File: src/rtl/sys_bridge.sv
// CPU bridge: decodes DM / timer address ranges, muxes read data, routes strobes, and gathers interrupts.
// Define TIMER1_EN to build the second timer at 0x7F10; otherwise that range is unmapped.

module sys_bridge_timer (
    input  logic        clk,
    input  logic        reset,
    input  logic        wr_en,
    input  logic [1:0]  off,
    input  logic [31:0] wr_data,
    output logic [31:0] rd_data_c,
    output logic        irq_c
);
    typedef enum logic [1:0] {ST_IDLE, ST_LOAD, ST_CNT, ST_INT} state_e;

    state_e      state_q, state_d;
    logic [3:0]  ctrl_q, ctrl_d;
    logic [31:0] preset_q, preset_d;
    logic [31:0] count_q, count_d;
    logic        irq_q, irq_d;

    // A CPU write to CTRL/PRESET preempts whatever the FSM would do this cycle.
    always_comb begin
        state_d  = state_q;
        ctrl_d   = ctrl_q;
        preset_d = preset_q;
        count_d  = count_q;
        irq_d    = irq_q;
        if (wr_en && (off == 2'd0 || off == 2'd1)) begin
            if (off == 2'd0) ctrl_d = wr_data[3:0];
            else             preset_d = wr_data;
            state_d = ST_IDLE;
            irq_d   = 1'b0;
        end else begin
            case (state_q)
                ST_IDLE: if (ctrl_q[0]) state_d = ST_LOAD;
                ST_LOAD: begin
                    count_d = preset_q;
                    state_d = ST_CNT;
                end
                ST_CNT: begin
                    if (!ctrl_q[0]) begin
                        state_d = ST_IDLE;
                    end else if (count_q > 32'd1) begin
                        count_d = count_q - 32'd1;
                    end else begin
                        count_d = 32'd0;
                        irq_d   = 1'b1;
                        state_d = ST_INT;
                    end
                end
                default: begin
                    if (ctrl_q[2:1] == 2'd1) begin
                        irq_d   = 1'b0;
                        state_d = ST_LOAD;
                    end else begin
                        ctrl_d[0] = 1'b0;
                        state_d   = ST_IDLE;
                    end
                end
            endcase
        end
    end

    always_ff @(posedge clk) begin
        if (reset) begin
            state_q  <= ST_IDLE;
            ctrl_q   <= 4'd0;
            preset_q <= 32'd0;
            count_q  <= 32'd0;
            irq_q    <= 1'b0;
        end else begin
            state_q  <= state_d;
            ctrl_q   <= ctrl_d;
            preset_q <= preset_d;
            count_q  <= count_d;
            irq_q    <= irq_d;
        end
    end

    always_comb begin
        case (off)
            2'd0:    rd_data_c = {28'd0, ctrl_q};
            2'd1:    rd_data_c = preset_q;
            2'd2:    rd_data_c = count_q;
            default: rd_data_c = 32'd0;
        endcase
    end

    assign irq_c = irq_q & ctrl_q[3];
endmodule

module sys_bridge (
    input  logic        clk,
    input  logic        reset,
    input  logic [31:0] BrPC,
    input  logic [31:0] BrAddr,
    input  logic [31:0] BrWData,
    input  logic [3:0]  BrWE,
    output logic [31:0] BrRData,
    output logic [7:2]  HWInt,
    output logic [31:0] DMPC,
    output logic [31:0] DMAddr,
    output logic [31:0] DMWData,
    output logic [3:0]  DMWE,
    input  logic [31:0] DMRData,
    input  logic        ExtInt
);
    localparam logic [31:0] DM_HI = 32'h0000_2FFF;
    localparam logic [31:0] T0_LO = 32'h0000_7F00;
    localparam logic [31:0] T0_HI = 32'h0000_7F0B;
    localparam logic [31:0] T1_LO = 32'h0000_7F10;
    localparam logic [31:0] T1_HI = 32'h0000_7F1B;

    logic        dm_hit, t0_hit, t1_hit, wr_full;
    logic [31:0] t0_rdata, t1_rdata;
    logic        t0_irq, t1_irq;
    logic        ext_q, ext_d;

    assign dm_hit  = (BrAddr <= DM_HI);
    assign t0_hit  = (BrAddr >= T0_LO) && (BrAddr <= T0_HI);
    assign t1_hit  = (BrAddr >= T1_LO) && (BrAddr <= T1_HI);
    assign wr_full = (BrWE == 4'hF);

    assign DMPC    = BrPC;
    assign DMAddr  = BrAddr;
    assign DMWData = BrWData;
    assign DMWE    = dm_hit ? BrWE : 4'h0;

    sys_bridge_timer u_t0 (
        .clk       (clk),
        .reset     (reset),
        .wr_en     (t0_hit && wr_full),
        .off       (BrAddr[3:2]),
        .wr_data   (BrWData),
        .rd_data_c (t0_rdata),
        .irq_c     (t0_irq)
    );

`ifdef TIMER1_EN
    sys_bridge_timer u_t1 (
        .clk       (clk),
        .reset     (reset),
        .wr_en     (t1_hit && wr_full),
        .off       (BrAddr[3:2]),
        .wr_data   (BrWData),
        .rd_data_c (t1_rdata),
        .irq_c     (t1_irq)
    );
`else
    assign t1_rdata = 32'd0;
    assign t1_irq   = 1'b0;
`endif

    always_comb begin
        if (dm_hit)      BrRData = DMRData;
        else if (t0_hit) BrRData = t0_rdata;
        else if (t1_hit) BrRData = t1_rdata;
        else             BrRData = 32'd0;
    end

    assign ext_d = ExtInt;

    always_ff @(posedge clk) begin
        if (reset) ext_q <= 1'b0;
        else       ext_q <= ext_d;
    end

    assign HWInt = {3'b000, ext_q, t1_irq, t0_irq};
endmodule

File: config.mk
export PLATFORM = sky130hd
export DESIGN_NAME = sys_bridge
export DESIGN_NICKNAME = d
export VERILOG_FILES = /design/src/rtl/sys_bridge.sv
export SDC_FILE = /design/constraint.sdc
export NUM_CORES = 1
export LEC_CHECK = 0
export ABC_CLOCK_PERIOD_IN_PS = 2850
export BUFFER_PORTS_ARGS = -buffer_cell sky130_fd_sc_hd__buf_2
export CORE_MARGIN = 1
export CORE_UTILIZATION = 47
export DETAILED_ROUTE_END_ITERATION = 7
export GPL_ROUTABILITY_DRIVEN = 1
export GPL_TIMING_DRIVEN = 0
export PLACE_DENSITY = 0.86
export SYNTH_ARGS = -nofsm -noshare
export SYNTH_HDL_FRONTEND = slang
export SYNTH_SLANG_ARGS = --single-unit
export TNS_END_PERCENT = 5
File: constraint.sdc
create_clock -name clk -period 2.85 [get_ports clk]
set_clock_uncertainty 0.1 [all_clocks]
set_input_delay 0.285 -clock clk [delete_from_list [all_inputs] [get_ports clk]]
set_output_delay 0.285 -clock clk [all_outputs]
set_load 0.01 [all_outputs]
# After elaboration in Yosys (flattened, before gate mapping)
# Cells that the tools add are included.
[classes]
n_reduce_logical = 17
add_sub_neg = 1
order_cmp = 4
eq_ne = 13
bitwise = 4
mux = 20
[ops]
columns = ["cell", "count"]
rows = [
  ["$mux W32", 4],
  ["$pmux W32 S3", 1],
  ["$pmux W32 S2", 1],
  ["$ge A32 B15 Y1 const B", 1],
  ["$gt A32 B1 Y1 const B", 1],
  ["$le A32 B14 Y1 const B", 1],
  ["$le A32 B15 Y1 const B", 1],
  ["$sub A32 B1 Y32 const B", 1],
  ["$ne A2 B1 Y1 const B", 5],
  ["$mux W1", 8],
  ["$eq A2 B1 Y1 const B", 3],
  ["$mux W2", 3],
  ["$pmux W2 S3", 1],
  ["$reduce_and A2 Y1", 3],
  ["$reduce_and A3 Y1", 2],
  ["$eq A2 B2 Y1 const B", 2],
  ["$eq A4 B4 Y1 const B", 1],
  ["$logic_not A2 Y1", 2],
  ["$mux W4", 1],
  ["$reduce_and A4 Y1", 1],
  ["$reduce_bool A2 Y1", 2],
  ["$reduce_or A2 Y1", 2],
  ["$logic_and A1 B1 Y1", 3],
  ["$ne A3 B3 Y1 const B", 1],
  ["6 further kinds", 8],
]
[totals]
word_cells = 66
output_inout_bits = 138
input_bits = 135
reg_bits = 72

# Depth between registers and ports, before layout
# Gate-level depths: netlist (run 1).
[logic_depth]
ltp_word = 6
depth_mapped = 11
depth_no_buf = 8

# Modules after synthesis
# Synthesis (run 1) repeated with hierarchy kept, for this count alone.
[hier_totals]
hier_cells = 753
hier_area_um2 = 5763.0
[modules_own_cells]
columns = ["module", "cells_per_inst", "instances", "seq_area_each_um2", "area_each_um2"]
rows = [
  ["sys_bridge_timer", 549, 1, 1421.4, 4312.9],
  ["sys_bridge", 204, 1, 20.0, 1450.1],
]

# Least setup slack after synthesis (run 1)
# Ideal clock, no wire load.
[synth_path]
path_type = "input-to-output"
start = "in BrAddr[6]"
end = "out BrRData[10]"
arrival_time_ns = 2.077
t_required_ns = 2.465
setup_slack_ns = 0.388
n_path_buf = 2
cell_stages = 6
path_cell_list = "or4_1 > a2111o_1 > or3_1 > buf_6 > clkbuf_1 > o21ai_0"
[synth_via]
elab_chain_cells = 4
elab_cells_between_ends = 6
classes_between = "order compare (3); mux (2); reduce/logical (1)"
[synth_rtl]
columns = ["item", "line_no", "rtl"]
rows = [
  ["from (decl)", "96", "input logic [31:0] BrAddr,"],
  ["$ge A32 B15 Y1 / $le A32 B15 Y1 (equally long branches)", "120", "assign t0_hit = (BrAddr >= T0_LO) && (BrAddr <= T0_HI);"],
  ["$logic_and A1 B1 Y1", "120", ""],
  ["$mux W32", "156", "else if (t0_hit) BrRData = t0_rdata;"],
  ["$mux W32 *", "155", "if (dm_hit) BrRData = DMRData;"],
  ["to (decl)", "99", "output logic [31:0] BrRData,"],
]
# Every way passes the cells marked *; elsewhere a longest branch is shown, timed or not.

# Worst setup path after layout (run 1)
[layout_path]
start = "reg u_t0.count_q[0]"
end = "reg u_t0.count_q[14]"
[layout_via]
elab_chain_cells = 4
elab_cells_between_ends = 5
classes_between = "add/sub (1); order compare (1); mux (3)"
[layout_rtl]
columns = ["item", "line_no", "rtl"]
rows = [
  ["from (decl)", "18", "logic [31:0] count_q, count_d;"],
  ["from (signal assigned)", "75", "count_q <= count_d;"],
  ["$sub A32 B1 Y32 / $gt A32 B1 Y1 (equally long branches)", "44, 43", ""],
  ["$mux W32 *", "43", "end else if (count_q > 32'd1) begin"],
  ["$mux W32 *", "41", "if (!ctrl_q[0]) begin"],
  ["$pmux W32 S2 *", "34", "case (state_q)"],
]
# Every way passes the cells marked *; elsewhere a longest branch is shown, timed or not. The select of a mux whose other input is x is not followed.
# A chain may end at the register's enable or synchronous reset.

==> summary.md, run 1 <==
| Metric | Value |
|---|---|
| Status | completed |
| Placed instance area | about 6600 um^2 |
| CTS tree | yes |
| Worst setup EP type | register |
| Slew headroom | 50.5% |
| GRT Overall Usage | 29.3% |
| Largest net degree at the start of global routing | 12 |
| DR vias | 6319 |
| Cell area after layout | ~6900 um^2 |
| Hold Crit Class | in -> reg |
| First-pass GRT wire length | ~27000 um |
| Max Cap Viol | 0 |
| Post-Synth XOR/XNOR Area | 0% |
| # clock sinks | 72 |
| Synth Area in Adders | 1.42% |
| Most frequent cells after synthesis | nand2_1 (139), buf_4 (102), a21oi_1 (73), dfxtp_1 (72), o21ai_0 (46) |
| Clk buf depth | 2 |
| RSZ-0062 raised after global routing | yes |
| Power density cells | 328 nW/um^2 |
| Synth unique cells | 58 |
| Clk pwr share | 40.0% |
| Antenna-violating nets left | 0 |
| Fillers | 1017 |
| Die W | 108 um |
| Drt pass-1 iters | 6 |
| TritonCTS Buffers | 9 |
| Syn avg cell area | 7.19 um^2 |
| Largest family of logic cells by synthesized area | simple AND/OR/NAND/NOR gates |
| Worst-path fanout max | 10 |
| Yosys Warn Count | 0 |
| LEAKAGE | 3.15 nW |
| Synth top area cells | dfxtp_1 (27%), buf_4 (14%), nand2_1 (9.9%) |
| # DRC | 0 |
| Synth Flop Type | dfxtp_1 |
| Comb pwr share | ~16% |
| Simple-Gate Fraction of Synth Area | 25.1% |
| Yosys top cell area share | approximately 27% |
| Most common cell in the synthesized netlist | nand2_1 |
| Diodes inserted | 0 |
| Post-route minimum period | 2.82 ns |
| H-tree levels | 3 |
| Clock Latency Late Sink | 0.36 ns |
| Mapped cell area | 5290 um^2 |
| GRT overflow | 0 |
| Iteration-0 DRC count of the detailed router | 640 |
| Mux cell area share after synthesis | under 10% |
| Hold-fix buffers, CTS | 0 |
| Slew Limit Fails | 0 |
| Reg power frac | between 40 and 50% |
| Psw | roughly 0.55 mW |
| Crit. Startpoint | u_t0.count_q[0] |
| Multi-input logic area | 2880 um^2 |
| Ports | 273 |
| Initial antenna violation count | 0 |
| CTS root buffer | clkbuf_8 |
| Post-synth ARST share | 0% |
| Worst path arrival time | 2.93 ns |
| Core region area | about 11000 um^2 |
| DP Wirelength | roughly 13000 um |
| Setup-failing EPs final | 0 |
| GPL Wtd Cong | 1.00 |
| Fmax achieved | 355 MHz |
| Share of cells above drive strength 1 | 37.9% |
| Int Pwr | 1.71 mW |
| Die area | approximately 12000 um^2 |
| Compound-gate portion of the synthesized area | 24.6% |
| Finished Core Util | 63.5% |
| RR Startpoint | u_t0.count_q[0] |
| Startpoint types | register |
| Tcrit/Tclk final | 98.8% |
| P&R area growth vs syn | 30.7% |
| Hold Vio Cnt, Final | 0 |
| Die Y | 108 um |
| Nets@finish | about 1100 |
| Port bufs | roughly 230 |
| Crit Path Class | reg -> reg |
| Via/cell ratio | between 5 and 6 |
| #FFs+latches synth | 72 |
| Least-Margin Pin Slew | 0.743 ns |
| Worst-path clk slew | ~0.08 ns |
| Routed wire length | 17400 um |
| Cell taking the most area after synthesis | dfxtp_1 |
| Vias in the first global route | 5450 |
| Initial core utilization | 48.6% |
| Hold_sp | ExtInt |
| Sw Share | between 20 and 25% |
| Rows | 38 |
| Wire per inst | around 15 um |
| Sequential cell area | 1440 um^2 |
| Worst EP required | 2.97 ns |
| EDFF count, synth | 0 |
| Peak supply drop | between 200 and 250 uV |
| Seq/Total Area, Yosys | a little over a quarter |
| Mapped Cells | 736 |
[flip-flops by register name, indices dropped and copies added (netlist names)]
signal,count
u_t0.preset_q,32
u_t0.count_q,32
u_t0.irq_q,1
ext_q,1
u_t0.ctrl_q,4
u_t0.state_q,2
[worst max-delay path, stage by stage, from the launching register on]
cell and delay, ns:
dfxtp_1 0.36, inv_1 0.11, ha_1 0.15, clkbuf_1 0.27, nor2_1 0.12, nor4_1 0.40
and4_1 0.23, buf_2 0.22, nand2_1 0.13, nand2_1 0.19, buf_2 0.27, o32ai_1 0.12
[metrics by stage]
step                setup TNS, ns  setup slack (ns)  total power [mW]  instances  hold slack [ns]
floorplan                       0             0.388              1.22        739            0.313
global placement            -9.48            -0.344              1.38       1112            0.356
detailed placement          -9.62            -0.356              1.38       1112            0.353
CTS                             0           0.00135              2.27       1128           0.0400
global route                -4.36            -0.134              2.35       1130           0.0309
finish                          0            0.0347              2.27       1130           0.0372
[power groups by stage]
| stage | clock network, mW | registers [mW] | logic, mW |
|---|---|---|---|
| final | 0.907 | 1.01 | 0.355 |
| after global routing | 0.956 | 1.01 | 0.386 |
| after CTS | 0.907 | 1.01 | 0.355 |
| after detailed placement | 0 | 1.03 | 0.353 |
| after global placement | 0 | 1.03 | 0.347 |
| after floorplan | 0 | 1.03 | 0.186 |
[metal layers]
metal  vias to the layer above  part of all wire [%]  GRT usage (%)  wire length, um
met3                        56                    10           5.06             1770
met5                         -                     0              0                0
met2                       403                    45           46.8             7890
li1                       3019                     -              -                -
met4                         0                   3.2           9.78              563
met1                      2841                    41           39.6             7210
[cell families after synthesis]
family | after synthesis
muxes | 11
adders and majority gates | 6
AOI/OAI and AO/OA | 205
DFF | 72
and+or+nand+nor | 274
buffers and inverters | 167
other | 1
[repair_timing]
item,CTS,global route
resized for setup,3,6
setup endpoints to repair,36,58
buffers inserted,0,2
endpoints found under the hold margin,0,0
pin swaps,1,2
cloned,0,0
[area by class of cell]
class                           count  share of cell area (%)
Buffer                            152                    14.1
Sequential cell                    72                    20.8
Inverter                           15                   0.814
Clock buffer                       13                    2.15
Timing Repair Buffer              235                    17.1
Tap cell                          140                    2.53
Multi-Input combinational cell    500                    41.6
Clock inverter                      3                   0.940
[worst paths after layout]
check	end	slack, ns	cells past startpoint
hold / removal	ext_q	0.04	2
setup reg to reg	u_t0.count_q[14]	0.03	11
setup / recovery	u_t0.count_q[14]	0.03	11
hold reg to reg	u_t0.preset_q[30]	0.36	2
[placed cells by master, fill, tap and decap left out, types with 2 or more instances in the layout]
master	instances
nand3_1	9
o21ai_0	45
a21oi_1	73
inv_1	14
dfxtp_1	72
and4_1	3
nor4_4	3
a32o_1	3
conb_1	4
a31oi_1	3
o221ai_1	3
a22oi_1	33
bufinv_16	2
nand2_1	138
nor2b_1	6
nor2_1	27
buf_4	104
buf_2	244
clkbuf_8	10
a211oi_1	4
a32oi_1	2
nand2b_1	4
nand4_1	8
a31o_2	2
mux2i_1	11
o32ai_1	20
ha_1	6
and3_1	9
nor4_1	13
buf_1	2
or3_1	11
clkbuf_1	38
nand3b_1	4
o21ai_1	2
nor3_1	20
and2_1	8
nand4b_1	2
or4_1	3
Power figures use the tool's default switching activity.
==> run 2, diff against run 1 <==
- PLACE_DENSITY: 0.86 -> 0.89
==> summary.md, run 2 (synthesized netlist as in run 1, its figures left out) <==
| Metric | Value |
|---|---|
| TritonCTS Buffers | 9 |
| Clk pwr share | 37.4% |
| Leading cell type in the layout, fill and taps excluded | buf_2 |
| Die Y | 108 um |
| Drt pass-1 iters | 7 |
| GRT overflow | 0 |
| Slew Limit Fails | 0 |
| Worst-path clk slew | 0.08 ns |
| First-pass GRT wire length | 27600 um |
| Nets@finish | between 1000 and 1500 |
| Least-Margin Pin Slew | 0.736 ns |
| Sequential cell area | 1440 um^2 |
| Sw Share | 26.5% |
| Port bufs | ~230 |
| Initial antenna violation count | 0 |
| DP Wirelength | 13200 um |
| Worst EP required | 2.47 ns |
| Comb pwr share | 16.3% |
| Worst path arrival time | 2.39 ns |
| Iteration-0 DRC count of the detailed router | 665 |
| RSZ-0062 raised after global routing | yes |
| GPL Wtd Cong | 0.984 |
| Rows | 38 |
| Worst path bufs/invs | 4 |
| Antenna-violating nets left | 0 |
| # DRC | 0 |
| Vias in the first global route | 5695 |
| Max Cap Viol | 0 |
| Cell area after layout | a little under 7000 um^2 |
| Share of cells above drive strength 1 | roughly two fifths |
| Largest net degree at the start of global routing | 13 |
| CP most frequent cell | buf_2 |
| Worst-path fanout max | 10 |
| Finished Core Util | 63.6% |
| Reg power frac | 46.3% |
| Startpoint types | primary input |
| Peak supply drop | 186 uV |
| DR vias | between 6000 and 7000 |
| Clock Latency Late Sink | 0.37 ns |
| Die W | 108 um |
| Via/cell ratio | 5.59 |
| Ports | 273 |
| GRT Overall Usage | around 30% |
| Hold Crit Class | in -> reg |
| P&R area growth vs syn | 30.9% |
| Pwr Total | 2.17 mW |
| Fillers | a little over 1000 |
| Delay-heaviest family, CP | simple AND/OR/NAND/NOR gates |
| Worst setup EP type | output port |
| CTS tree | yes |
| CP peak stage delay | 0.52 ns |
| Status | completed |
| Top Registers | u_t0.count_q x32, u_t0.preset_q x32, u_t0.ctrl_q x4 |
| Slew headroom | around half |
| Wire per inst | 15.5 um |
| H-tree levels | 3 |
| Worst-path cell chain | buf_2, or4_1, a2111o_1, or3_1, buf_6, clkbuf_1, o21ai_0, buf_2 |
| Tcrit/Tclk final | 97.2% |
| Psw | 0.576 mW |
| Multi-input logic area | 2880 um^2 |
| Fmax achieved | 361 MHz |
| Post-route minimum period | 2.77 ns |
| # clock sinks | 72 |
| Power density cells | 314 nW/um^2 |
| Initial core utilization | 48.6% |
| Placed instance area | 6650 um^2 |
| Int Pwr | 1.60 mW |
| LEAKAGE | 3.16 nW |
| Diodes inserted | 0 |
| Crit-path slowest cell | or4_1 |
| Hold Vio Cnt, Final | 0 |
| Setup-failing EPs final | 0 |
| Most frequent cells in the layout | buf_2 (242), nand2_1 (137), buf_4 (107), a21oi_1 (73), dfxtp_1 (72) |
| CTS root buffer | clkbuf_8 |
| Routed wire length | 17600 um |
| Clk buf depth | 2 |
| Die area | 11700 um^2 |
| Core region area | 10900 um^2 |
| Crit Path Class | in -> out |
## run 2: cell types whose count changed in the layout (fill, tap and decap cells not counted), moves of 2 or more
cell and delta:
buf_4 +3, clkinv_2 +2, clkinvlp_4 +2, clkbuf_2 +4, nand2_2 +2, buf_2 -2, clkbuf_1 -5, clkbuf_4 +2
## run 2: final cells by class
class | instances | share of cell area [%]
multi-input cells | 500 | 41.5
flip-flops and latches | 72 | 20.8
repair buffers | 238 | 17.4
plain buffers | 152 | 14.2
well taps | 140 | 2.53
clock buffers | 10 | 1.84
clock inverters | 6 | 0.867
inverters | 15 | 0.813
## run 2: per-stage QoR
stage | hold slack (ns) | TNS, ns | cells | setup slack [ns]
after floorplan | 0.313 | 0 | 739 | 0.388
after global placement | 0.355 | -8.16 | 1112 | -0.299
after detailed placement | 0.361 | -9.14 | 1112 | -0.287
after CTS | 0.0329 | 0 | 1128 | 0.00966
after global routing | 0.0453 | -0.823 | 1133 | -0.0973
final | 0.0251 | 0 | 1133 | 0.0797
## run 2: worst reg2reg max path, cell delays in order, from the launching register on
cell and delay, ns:
dfxtp_1 0.38, or4_1 0.54, clkbuf_1 0.20, nor3_4 0.30
and4_1 0.24, clkbuf_4 0.20, nor2_4 0.09, buf_2 0.23
a32oi_1 0.21, o32ai_1 0.12
## run 2: worst paths after layout
kind | start | end | slack [ns] | cells past startpoint
hold / removal | ExtInt | ext_q | 0.03 | 2
setup / recovery | BrAddr[6] | BrRData[6] | 0.08 | 8
hold reg to reg | u_t0.preset_q[30] | u_t0.preset_q[30] | 0.37 | 2
setup reg to reg | u_t0.count_q[22] | u_t0.count_q[19] | 0.11 | 9
## run 2: power groups by stage
| stage | sequential, mW | combinational, mW | clock, mW |
|---|---|---|---|
| after floorplan | 1.03 | 0.186 | 0 |
| after global placement | 1.03 | 0.347 | 0 |
| after detailed placement | 1.03 | 0.352 | 0 |
| after CTS | 1.01 | 0.354 | 0.801 |
| after global routing | 1.01 | 0.384 | 0.855 |
| final | 1.01 | 0.355 | 0.812 |
## run 2: timing repair
action / 4_1_cts / 5_1_grt
resized for setup: 4 / 17
pin swaps: 2 / 2
endpoints found under the setup margin: 47 / 58
hold buffers: 0 / 0
buffers inserted: 0 / 5
## run 2: metal layers
layer / vias to the layer above / share of wire (%) / GRT usage (%)
met1: 2868 / 43 / 39.8
met2: 392 / 45 / 48.3
met3: 52 / 9.1 / 4.52
met5: - / 0 / 0
li1: 3026 / - / -
met4: 0 / 2.9 / 11.4
